--- config.mk ---
export PLATFORM = sky130hd
export DESIGN_NAME = result_drain
export DESIGN_NICKNAME = d
export VERILOG_FILES = /design/src/rtl/result_drain.sv
export SDC_FILE = /design/constraint.sdc
export NUM_CORES = 1
export LEC_CHECK = 0
export ABC_AREA = 1
export ABC_CLOCK_PERIOD_IN_PS = 2200
export BUFFER_PORTS_ARGS = -buffer_cell sky130_fd_sc_hd__buf_2
export CORE_AREA = 2 2 93 95
export CTS_BUF_LIST = sky130_fd_sc_hd__clkbuf_4
export CTS_CLUSTER_DIAMETER = 50
export DETAILED_ROUTE_END_ITERATION = 8
export DIE_AREA = 0 0 95 97
export PLACE_DENSITY = 0.82
export SYNTH_ARGS = -nofsm -noshare
export SYNTH_HDL_FRONTEND = slang
export SYNTH_SLANG_ARGS = --single-unit
--- constraint.sdc ---
create_clock -name clk -period 2.2 [get_ports clk]
set_input_delay 0.22 -clock clk [delete_from_list [all_inputs] [get_ports clk]]
set_output_delay 0.22 -clock clk [all_outputs]
set_load 0.03 [all_outputs]
--- src/rtl/result_drain.sv ---
// result_drain: unloads the result memory after ap_done and presents the words
// in address order on a valid/ready stream.
//
// Optional feature macro: DRAIN_CHECKSUM_EN (running sum of handshaked words on
// checksum; when undefined checksum is tied to zero).
//
// Ports:
//   clk        rising-edge clock
//   rst        synchronous active-low reset
//   ap_done    program-complete pulse; accepted only while idle
//   n          matrix count, sampled with an accepted ap_done (clamped to MAX_N)
//   addrO      output-memory read address (holds last issued address)
//   dataO      read data, valid the cycle after an address is issued
//   m_valid    stream word valid
//   m_ready    stream consumer ready
//   m_data     stream word
//   m_last     final word of the drain
//   busy       high from accepted ap_done until the last word is accepted
//   drain_done one-cycle completion pulse
//   checksum   sum of words handshaked in the current/last drain
module result_drain #(
  parameter int unsigned DATA_W = 32,
  parameter int unsigned ADDR_W = 7,
  parameter int unsigned WPM    = 16,
  parameter int unsigned MAX_N  = 8
) (
  input  logic              clk,
  input  logic              rst,
  input  logic              ap_done,
  input  logic [3:0]        n,
  output logic [ADDR_W-1:0] addrO,
  input  logic [DATA_W-1:0] dataO,
  output logic              m_valid,
  input  logic              m_ready,
  output logic [DATA_W-1:0] m_data,
  output logic              m_last,
  output logic              busy,
  output logic              drain_done,
  output logic [DATA_W-1:0] checksum
);

  localparam int unsigned CNT_W = ADDR_W + 1;

  localparam logic [0:0] S_IDLE = 1'b0;
  localparam logic [0:0] S_RUN  = 1'b1;

  logic [0:0]        r_state;
  logic [CNT_W-1:0]  r_total;
  logic [CNT_W-1:0]  r_rd_ptr;
  logic [ADDR_W-1:0] r_addr;
  logic              r_inflight;
  logic              r_inflight_last;
  logic              r_done;

  // 2-entry FIFO holding captured read data plus its last-word flag
  logic [DATA_W-1:0] r_fdata [0:1];
  logic              r_flast [0:1];
  logic              r_wptr;
  logic              r_rptr;
  logic [1:0]        r_count;

  logic [3:0]        w_n_clamp;
  logic [CNT_W-1:0]  w_total;
  logic              w_hs;
  logic [1:0]        w_credit;
  logic              w_issue;
  logic              w_accept;

  assign w_n_clamp = (n > 4'(MAX_N)) ? 4'(MAX_N) : n;
  assign w_total   = CNT_W'(WPM * 32'(w_n_clamp));
  assign w_accept  = (r_state == S_IDLE) && ap_done;

  assign m_valid   = (r_count != 2'd0);
  assign m_data    = r_fdata[r_rptr];
  assign m_last    = m_valid && r_flast[r_rptr];
  assign w_hs      = m_valid && m_ready;

  // Credit uses post-pop occupancy so a word leaving this cycle frees a slot
  // for an issue in the same cycle; this keeps the stream bubble-free.
  assign w_credit  = r_count + {1'b0, r_inflight} - {1'b0, w_hs};
  assign w_issue   = (r_state == S_RUN) && (w_credit < 2'd2) && (r_rd_ptr < r_total);

  assign addrO      = r_addr;
  assign busy       = (r_state == S_RUN);
  assign drain_done = r_done;

  always_ff @(posedge clk) begin
    if (!rst) begin
      r_state         <= S_IDLE;
      r_total         <= '0;
      r_rd_ptr        <= '0;
      r_addr          <= '0;
      r_inflight      <= 1'b0;
      r_inflight_last <= 1'b0;
      r_done          <= 1'b0;
      r_fdata[0]      <= '0;
      r_fdata[1]      <= '0;
      r_flast[0]      <= 1'b0;
      r_flast[1]      <= 1'b0;
      r_wptr          <= 1'b0;
      r_rptr          <= 1'b0;
      r_count         <= '0;
    end else begin
      r_done <= 1'b0;

      // capture the word addressed in the previous cycle
      if (r_inflight) begin
        r_fdata[r_wptr] <= dataO;
        r_flast[r_wptr] <= r_inflight_last;
        r_wptr          <= ~r_wptr;
      end
      if (w_hs) begin
        r_rptr <= ~r_rptr;
      end
      r_count <= r_count + {1'b0, r_inflight} - {1'b0, w_hs};

      r_inflight <= w_issue;
      if (w_issue) begin
        r_addr          <= r_rd_ptr[ADDR_W-1:0];
        r_inflight_last <= (r_rd_ptr == r_total - CNT_W'(1));
        r_rd_ptr        <= r_rd_ptr + CNT_W'(1);
      end

      case (r_state)
        S_IDLE: begin
          if (ap_done) begin
            r_total  <= w_total;
            r_rd_ptr <= '0;
            if (w_total == '0) begin
              r_done <= 1'b1;
            end else begin
              r_state <= S_RUN;
            end
          end
        end
        S_RUN: begin
          if (w_hs && m_last) begin
            r_state <= S_IDLE;
            r_done  <= 1'b1;
          end
        end
        default: r_state <= S_IDLE;
      endcase
    end
  end

`ifdef DRAIN_CHECKSUM_EN
  logic [DATA_W-1:0] r_sum;

  always_ff @(posedge clk) begin
    if (!rst) begin
      r_sum <= '0;
    end else if (w_accept) begin
      r_sum <= '0;
    end else if (w_hs) begin
      r_sum <= r_sum + m_data;
    end
  end

  assign checksum = r_sum;
`else
  assign checksum = '0;
`endif

endmodule

Word level (Yosys, flattened, before mapping)
Memories as Yosys holds them, arrays and structs flattened. A register that Yosys moved wholly into a read port is not among the register bits.
Cells that the tools add are included.
{"block": "totals", "output_inout_bits": 75, "in_bits": 40, "mem_count": 2, "ram_bits": 66, "word_cells": 59, "ff_bits": 27}
{"block": "op_classes", "n_reduce_logical": 10, "eq_ne": 1, "mux": 26, "bitwise_logic": 3, "n_addsub": 4, "magnitude_cmp": 3}
{"memory": "r_fdata", "depth": 2, "width": 32, "read_ports": 1, "rd_clocked_by_memory_dff": 1, "write_ports": 2, "line_no": "56", "source": "logic [DATA_W-1:0] r_fdata [0:1];"}
{"memory": "r_flast", "depth": 2, "width": 1, "read_ports": 1, "rd_clocked_by_memory_dff": 1, "write_ports": 2, "line_no": "57", "source": "logic r_flast [0:1];"}
{"cell": "$mux 32", "n": 1}
{"cell": "$reduce_or 32->1", "n": 1}
{"cell": "$mux 8", "n": 3}
{"cell": "$mux 1", "n": 19}
{"cell": "$add 8x1->8 const B", "n": 1}
{"cell": "$eq 8x8->1", "n": 1}
{"cell": "$logic_not 8->1", "n": 1}
{"cell": "$lt 8x8->1", "n": 1}
{"cell": "$sub 8x1->8 const B", "n": 1}
{"cell": "$logic_and 1x1->1", "n": 5}
{"cell": "$gt 4x4->1 const B", "n": 1}
{"cell": "$mux 4", "n": 1}
{"cell": "$pmux 1 s2", "n": 2}
{"cell": "$not 1->1", "n": 3}
{"cell": "$add 2x1->2", "n": 1}
{"cell": "$lt 2x2->1 const B", "n": 1}
{"cell": "$reduce_and 2->1", "n": 1}
{"cell": "$reduce_bool 2->1", "n": 1}
{"cell": "$sub 2x1->2", "n": 1}
{"cell": "$reduce_or 1->1", "n": 1}

Longest topological paths before layout
{"block": "depth", "ltp_word": 9, "mapped_depth": 18, "ltp_nobuf": 17}

Least setup slack after synthesis
OpenSTA, ideal clock, no wires.
{"block": "synth_timing", "kind": "register to register", "start": "register r_count[0]", "end": "register r_rd_ptr[4]", "slack_ns": 0.143, "synth_period_minus_slack_ns": 2.057, "required_ns": 2.134, "setup_ns": 0.066, "path_buffers": 1, "path_stages_with_launch": 17, "arrival_ns": 1.990, "cell_sequence": "dfxtp_1 > nor2_1 > inv_1 > nand2_1 > inv_1 > ha_1 > inv_1 > ha_1 > inv_1 > nand2_1 > nand2_1 > nand2_1 > nand2_2 > nand3_2 > buf_6 > or2_1 > a21oi_2"}
{"block": "synth_via", "elab_chain_len": 9}
{"item": "from (decl)", "line_no": "60", "source": "logic [1:0] r_count;"}
{"item": "from (signal assigned)", "line_no": "115", "source": "r_count <= r_count + {1'b0, r_inflight} - {1'b0, w_hs};"}
{"item": "$reduce_bool 2->1 (*)", "line_no": "73", "source": "assign m_valid = (r_count != 2'd0);"}
{"item": "via m_valid", "line_no": "33", "source": "output logic m_valid,"}
{"item": "$logic_and 1x1->1 (*)", "line_no": "76", "source": "assign w_hs = m_valid && m_ready;"}
{"item": "via w_hs", "line_no": "64", "source": "logic w_hs;"}
{"item": "$sub 2x1->2 (*)", "line_no": "80", "source": "assign w_credit = r_count + {1'b0, r_inflight} - {1'b0, w_hs};"}
{"item": "$lt 2x2->1 (*)", "line_no": "81", "source": "assign w_issue = (r_state == S_RUN) && (w_credit < 2'd2) && (r_rd_ptr < r_total);"}
{"item": "$logic_and 1x1->1 (*) (2 in series)", "line_no": "81"}
{"item": "$mux 8 (*)", "line_no": "118", "source": "if (w_issue) begin"}
{"item": "$mux 8", "line_no": "126", "source": "if (ap_done) begin"}
{"item": "$mux 8 (*)", "line_no": "124", "source": "case (r_state)"}
{"item": "to (signal assigned)", "line_no": "121", "source": "r_rd_ptr <= r_rd_ptr + CNT_W'(1);"}
{"item": "to (decl)", "line_no": "49", "source": "logic [CNT_W-1:0] r_rd_ptr;"}
Mark *: on every way through the listed nets, which the timed path passes. The rest lies on a longest branch.
A chain may end at the register's enable or synchronous reset.

Worst setup path in the final report
{"block": "layout_timing", "start": "register r_count[0]", "end": "register r_rd_ptr[0]"}
{"block": "layout_via", "elab_chain_len": 9}
{"item": "$reduce_bool 2->1 (*)", "line_no": "73"}
{"item": "$logic_and 1x1->1 (*)", "line_no": "76"}
{"item": "via w_hs", "line_no": "64"}
{"item": "$sub 2x1->2 (*)", "line_no": "80"}
{"item": "$lt 2x2->1 (*)", "line_no": "81"}
{"item": "$logic_and 1x1->1 (*) (2 in series)", "line_no": "81"}
{"item": "$mux 8 (*)", "line_no": "118"}
{"item": "$mux 8", "line_no": "126"}
{"item": "$mux 8 (*)", "line_no": "124"}
Marks and branches as above.

==> results.json <==
{
  "max_freq_mhz": 486,
  "fill_cells": 683,
  "core_um2": 8130,
  "ys_seq_elements": 94,
  "antenna_found_initial": 0,
  "p_seq_share_pct": 49.1,
  "pwr-share-comb_pct": 29.6,
  "viasPerCell": 4.74,
  "area_growth_pct": 13.7,
  "maxCapViolations": 0,
  "place_ws_ps": -0.753,
  "drt_first_pass_iters": 4,
  "final_common_cell": "nand2_1",
  "hold_start": "ap_done",
  "seq_area_frac_synth_pct": 56.7,
  "start_kind": "flop",
  "crit_type": "flop to flop",
  "status": "finished, final reports clean",
  "root_buffer": "clkbuf_4",
  "io_pins": 115,
  "hpwl_um": 6100,
  "fin_util_pct": 62.1,
  "htreeDepth": 3,
  "drive_above_1_share_pct": 20.8,
  "clock_sinks": 94,
  "grt_max_degree": 36,
  "rr_endpoint": "r_rd_ptr[0]",
  "die_x_um": 95,
  "timing.final.crit_share_pct": 93.5,
  "drt-initial-drc-count": 126,
  "clk_latency_ps": 460,
  "drtAntennaViolNets": 0,
  "io_buffers": 82,
  "rr_worst_depth": 15,
  "arrival_ps": 2440,
  "sw_frac_of_total_pct": 37.9,
  "clockBufferDepth": 2,
  "r2r_slack_ps": 140,
  "worstMarginPinSlew_ps": 512,
  "n_antenna_cell": 0,
  "cts-buffers-inserted": 9,
  "hold_depth": 3,
  "hold_viol_final": 0,
  "ys_types": 28,
  "num_rows": 33,
  "final_cell_mix": "nand2_1, buf_2, nor2_1",
  "crit_required_ps": 2580,
  "die-area_um2": 9220,
  "route.vias.total": 3367,
  "syn-instance-count": 514,
  "layout.nets": 648,
  "end_kind": "flop",
  "slew-limit-headroom_pct": 65.8,
  "avgRoutedWirePerCell_um": 12.5,
  "setup_viol_count_final": 0,
  "syn_area_per_cell_um2": 8.65,
  "fin_crit_ps": 2060,
  "grt_usage_pct": 19.4,
  "drt-total-wl_um": 8850,
  "maxSlewViolCount": 0,
  "setup_slack_ps": 144,
  "power_frac_clock_pct": 21.3,
  "drc": 0,
  "cts_tree": "done",
  "gp_congestion": 0.806,
  "clk_pin_slew_ps": 140,
  "regToRegStartpoint": "r_count[0]",
  "grt_pass1_wl_um": 13800,
  "cellInternalPower_mw": 2.57,
  "ys_warn_count": 0,
  "crit_path_max_fanout": 7,
  "start_util_pct": 54.7,
  "p_switching_mw": 1.56,
  "finClkSkew_ps": 19.2,
  "grt_pass1_vias": 3129,
  "die_y_um": 97,
  "vdd_drop_max_mv": 0.415,
  "cts_hold_buf": 0,
  "power.leakage_nw": 2.48,
  "powerDensity_nw_per_um2": 817,
  "synthesis.area_um2": 4450,
  "overflow": 0,
  "min_to": "busy",
  "min_path_type": "primary input to flop"
}
-- worst max-delay path by stage --
| stage | to | startpoint | slack (ps) | depth (start not counted) |
|---|---|---|---|---|
| 4_1_cts | r_rd_ptr[3] | r_count[1] | 40 | 15 |
| 2_1_floorplan | r_rd_ptr[4] | r_count[0] | 140 | 16 |
| 3_5_place_dp | r_rd_ptr[3] | r_count[1] | -0.8 | 15 |
| 6_report | r_rd_ptr[0] | r_count[0] | 140 | 15 |
| 3_3_place_gp | r_rd_ptr[0] | r_count[1] | 120 | 15 |
| 5_1_grt | r_rd_ptr[0] | r_count[0] | -40 | 15 |
-- area by class of cell --
cell class	count	area (um^2)	share of cell area, %
multi-input combinational	333	1500	29.6
clock buffer	9	67.6	1.34
tap	105	131	2.60
sequential	94	2520	50.0
clock inverter	7	62.6	1.24
timing repair buffer	95	520	10.3
inverter	67	251	4.98
-- flip-flops by register name, indices dropped and copies added (netlist names), named ones only --
| signal | count |
|---|---|
| r_rptr | 1 |
| r_fdata | 64 |
| r_total | 4 |
| r_wptr | 1 |
| r_flast | 2 |
| r_count | 2 |
| r_rd_ptr | 8 |
| addrO | 7 |
| busy | 1 |
| drain_done | 1 |
| r_inflight_last | 1 |
| r_inflight | 1 |
-- stage by stage --
stage	setup TNS [ps]	cells	total power, mW	hold slack, ps	instance area (um^2)
after floorplan	0	545	2.93	380	4560
after global placement	0	691	3.19	438	4870
after CTS	0	707	4.09	28.4	5010
after global routing	-173	710	4.34	32.0	5050
after detailed placement	-0.753	691	3.23	457	4870
final	0	710	4.13	39.0	5050
-- cell families (layout without fill, tap and decap cells) --
group	count (synthesis)	after routing	share of synthesized area, %
AND/OR/NAND/NOR	255	256	22.8
buffers and inverters	119	178	13.1
flip-flops	94	94	56.7
AO/OA/AOI/OAI	32	32	4.05
adder cells (fa/ha/maj)	8	8	2.25
XOR/XNOR	5	5	0.985
other	1	32	0.0843
-- what timing repair did --
action	in CTS	in global routing
gates cloned	0	1
setup buffers	0	2
setup endpoints to repair	2	16
resized for setup	2	9
pin swaps	0	2
hold endpoints to repair	0	0
-- power by group through the flow --
stage          clock (mW)  combinational [mW]  sequential (mW)
6_report            0.879                1.22             2.03
4_1_cts             0.884                1.18             2.02
2_1_floorplan           0               0.881             2.05
3_5_place_dp            0                1.17             2.06
5_1_grt             0.971                1.34             2.04
3_3_place_gp            0                1.14             2.05
-- synthesized netlist by cell type --
| master | n | area (um^2) |
|---|---|---|
| inv_1 | 67 | 251 |
| a21oi_1 | 20 | 100 |
| nand3b_1 | 1 | 7.51 |
| clkbuf_1 | 13 | 48.8 |
| or2_2 | 3 | 18.8 |
| or2_1 | 1 | 6.26 |
| edfxtp_1 | 64 | 1920 |
| buf_6 | 1 | 11.3 |
| a21oi_2 | 1 | 8.76 |
| o32ai_1 | 3 | 26.3 |
| nand3_1 | 19 | 95.1 |
| nand2_2 | 1 | 6.26 |
| nand4_1 | 3 | 18.8 |
| buf_4 | 32 | 240 |
| xnor2_1 | 1 | 8.76 |
| buf_1 | 1 | 3.75 |
| nand2_1 | 144 | 541 |
| xor2_1 | 4 | 35.0 |
| nor2_2 | 1 | 6.26 |
| dfxtp_1 | 30 | 601 |
| o21ai_0 | 6 | 30.0 |
| buf_2 | 5 | 25.0 |
| and2_1 | 1 | 6.26 |
| nand3_2 | 1 | 10.0 |
| conb_1 | 1 | 3.75 |
| o21bai_1 | 2 | 15.0 |
| nor2_1 | 80 | 300 |
| ha_1 | 8 | 100 |
-- routing by layer --
| layer | routed length, um | vias up | GRT usage, % |
|---|---|---|---|
| li1 | - | 1712 | - |
| met1 | 3510 | 1529 | 22.8 |
| met2 | 4560 | 114 | 33.4 |
| met3 | 633 | 12 | 5.45 |
| met4 | 153 | 0 | 6.91 |
| met5 | 0 | - | 0 |
-- critical path, stage by stage, from the launching register on --
cell and delay [ps]:
dfxtp_2 350, nor2_2 120, inv_1 60, nand2_1 70, inv_2 50, ha_1 270
inv_1 40, ha_1 180, inv_1 50, nand2_1 50, nand2_1 70, nand2_2 70
nand2_4 100, nand3_4 110, or2_2 310, a21oi_2 110
No activity file was read; power rests on OpenSTA's default activity.
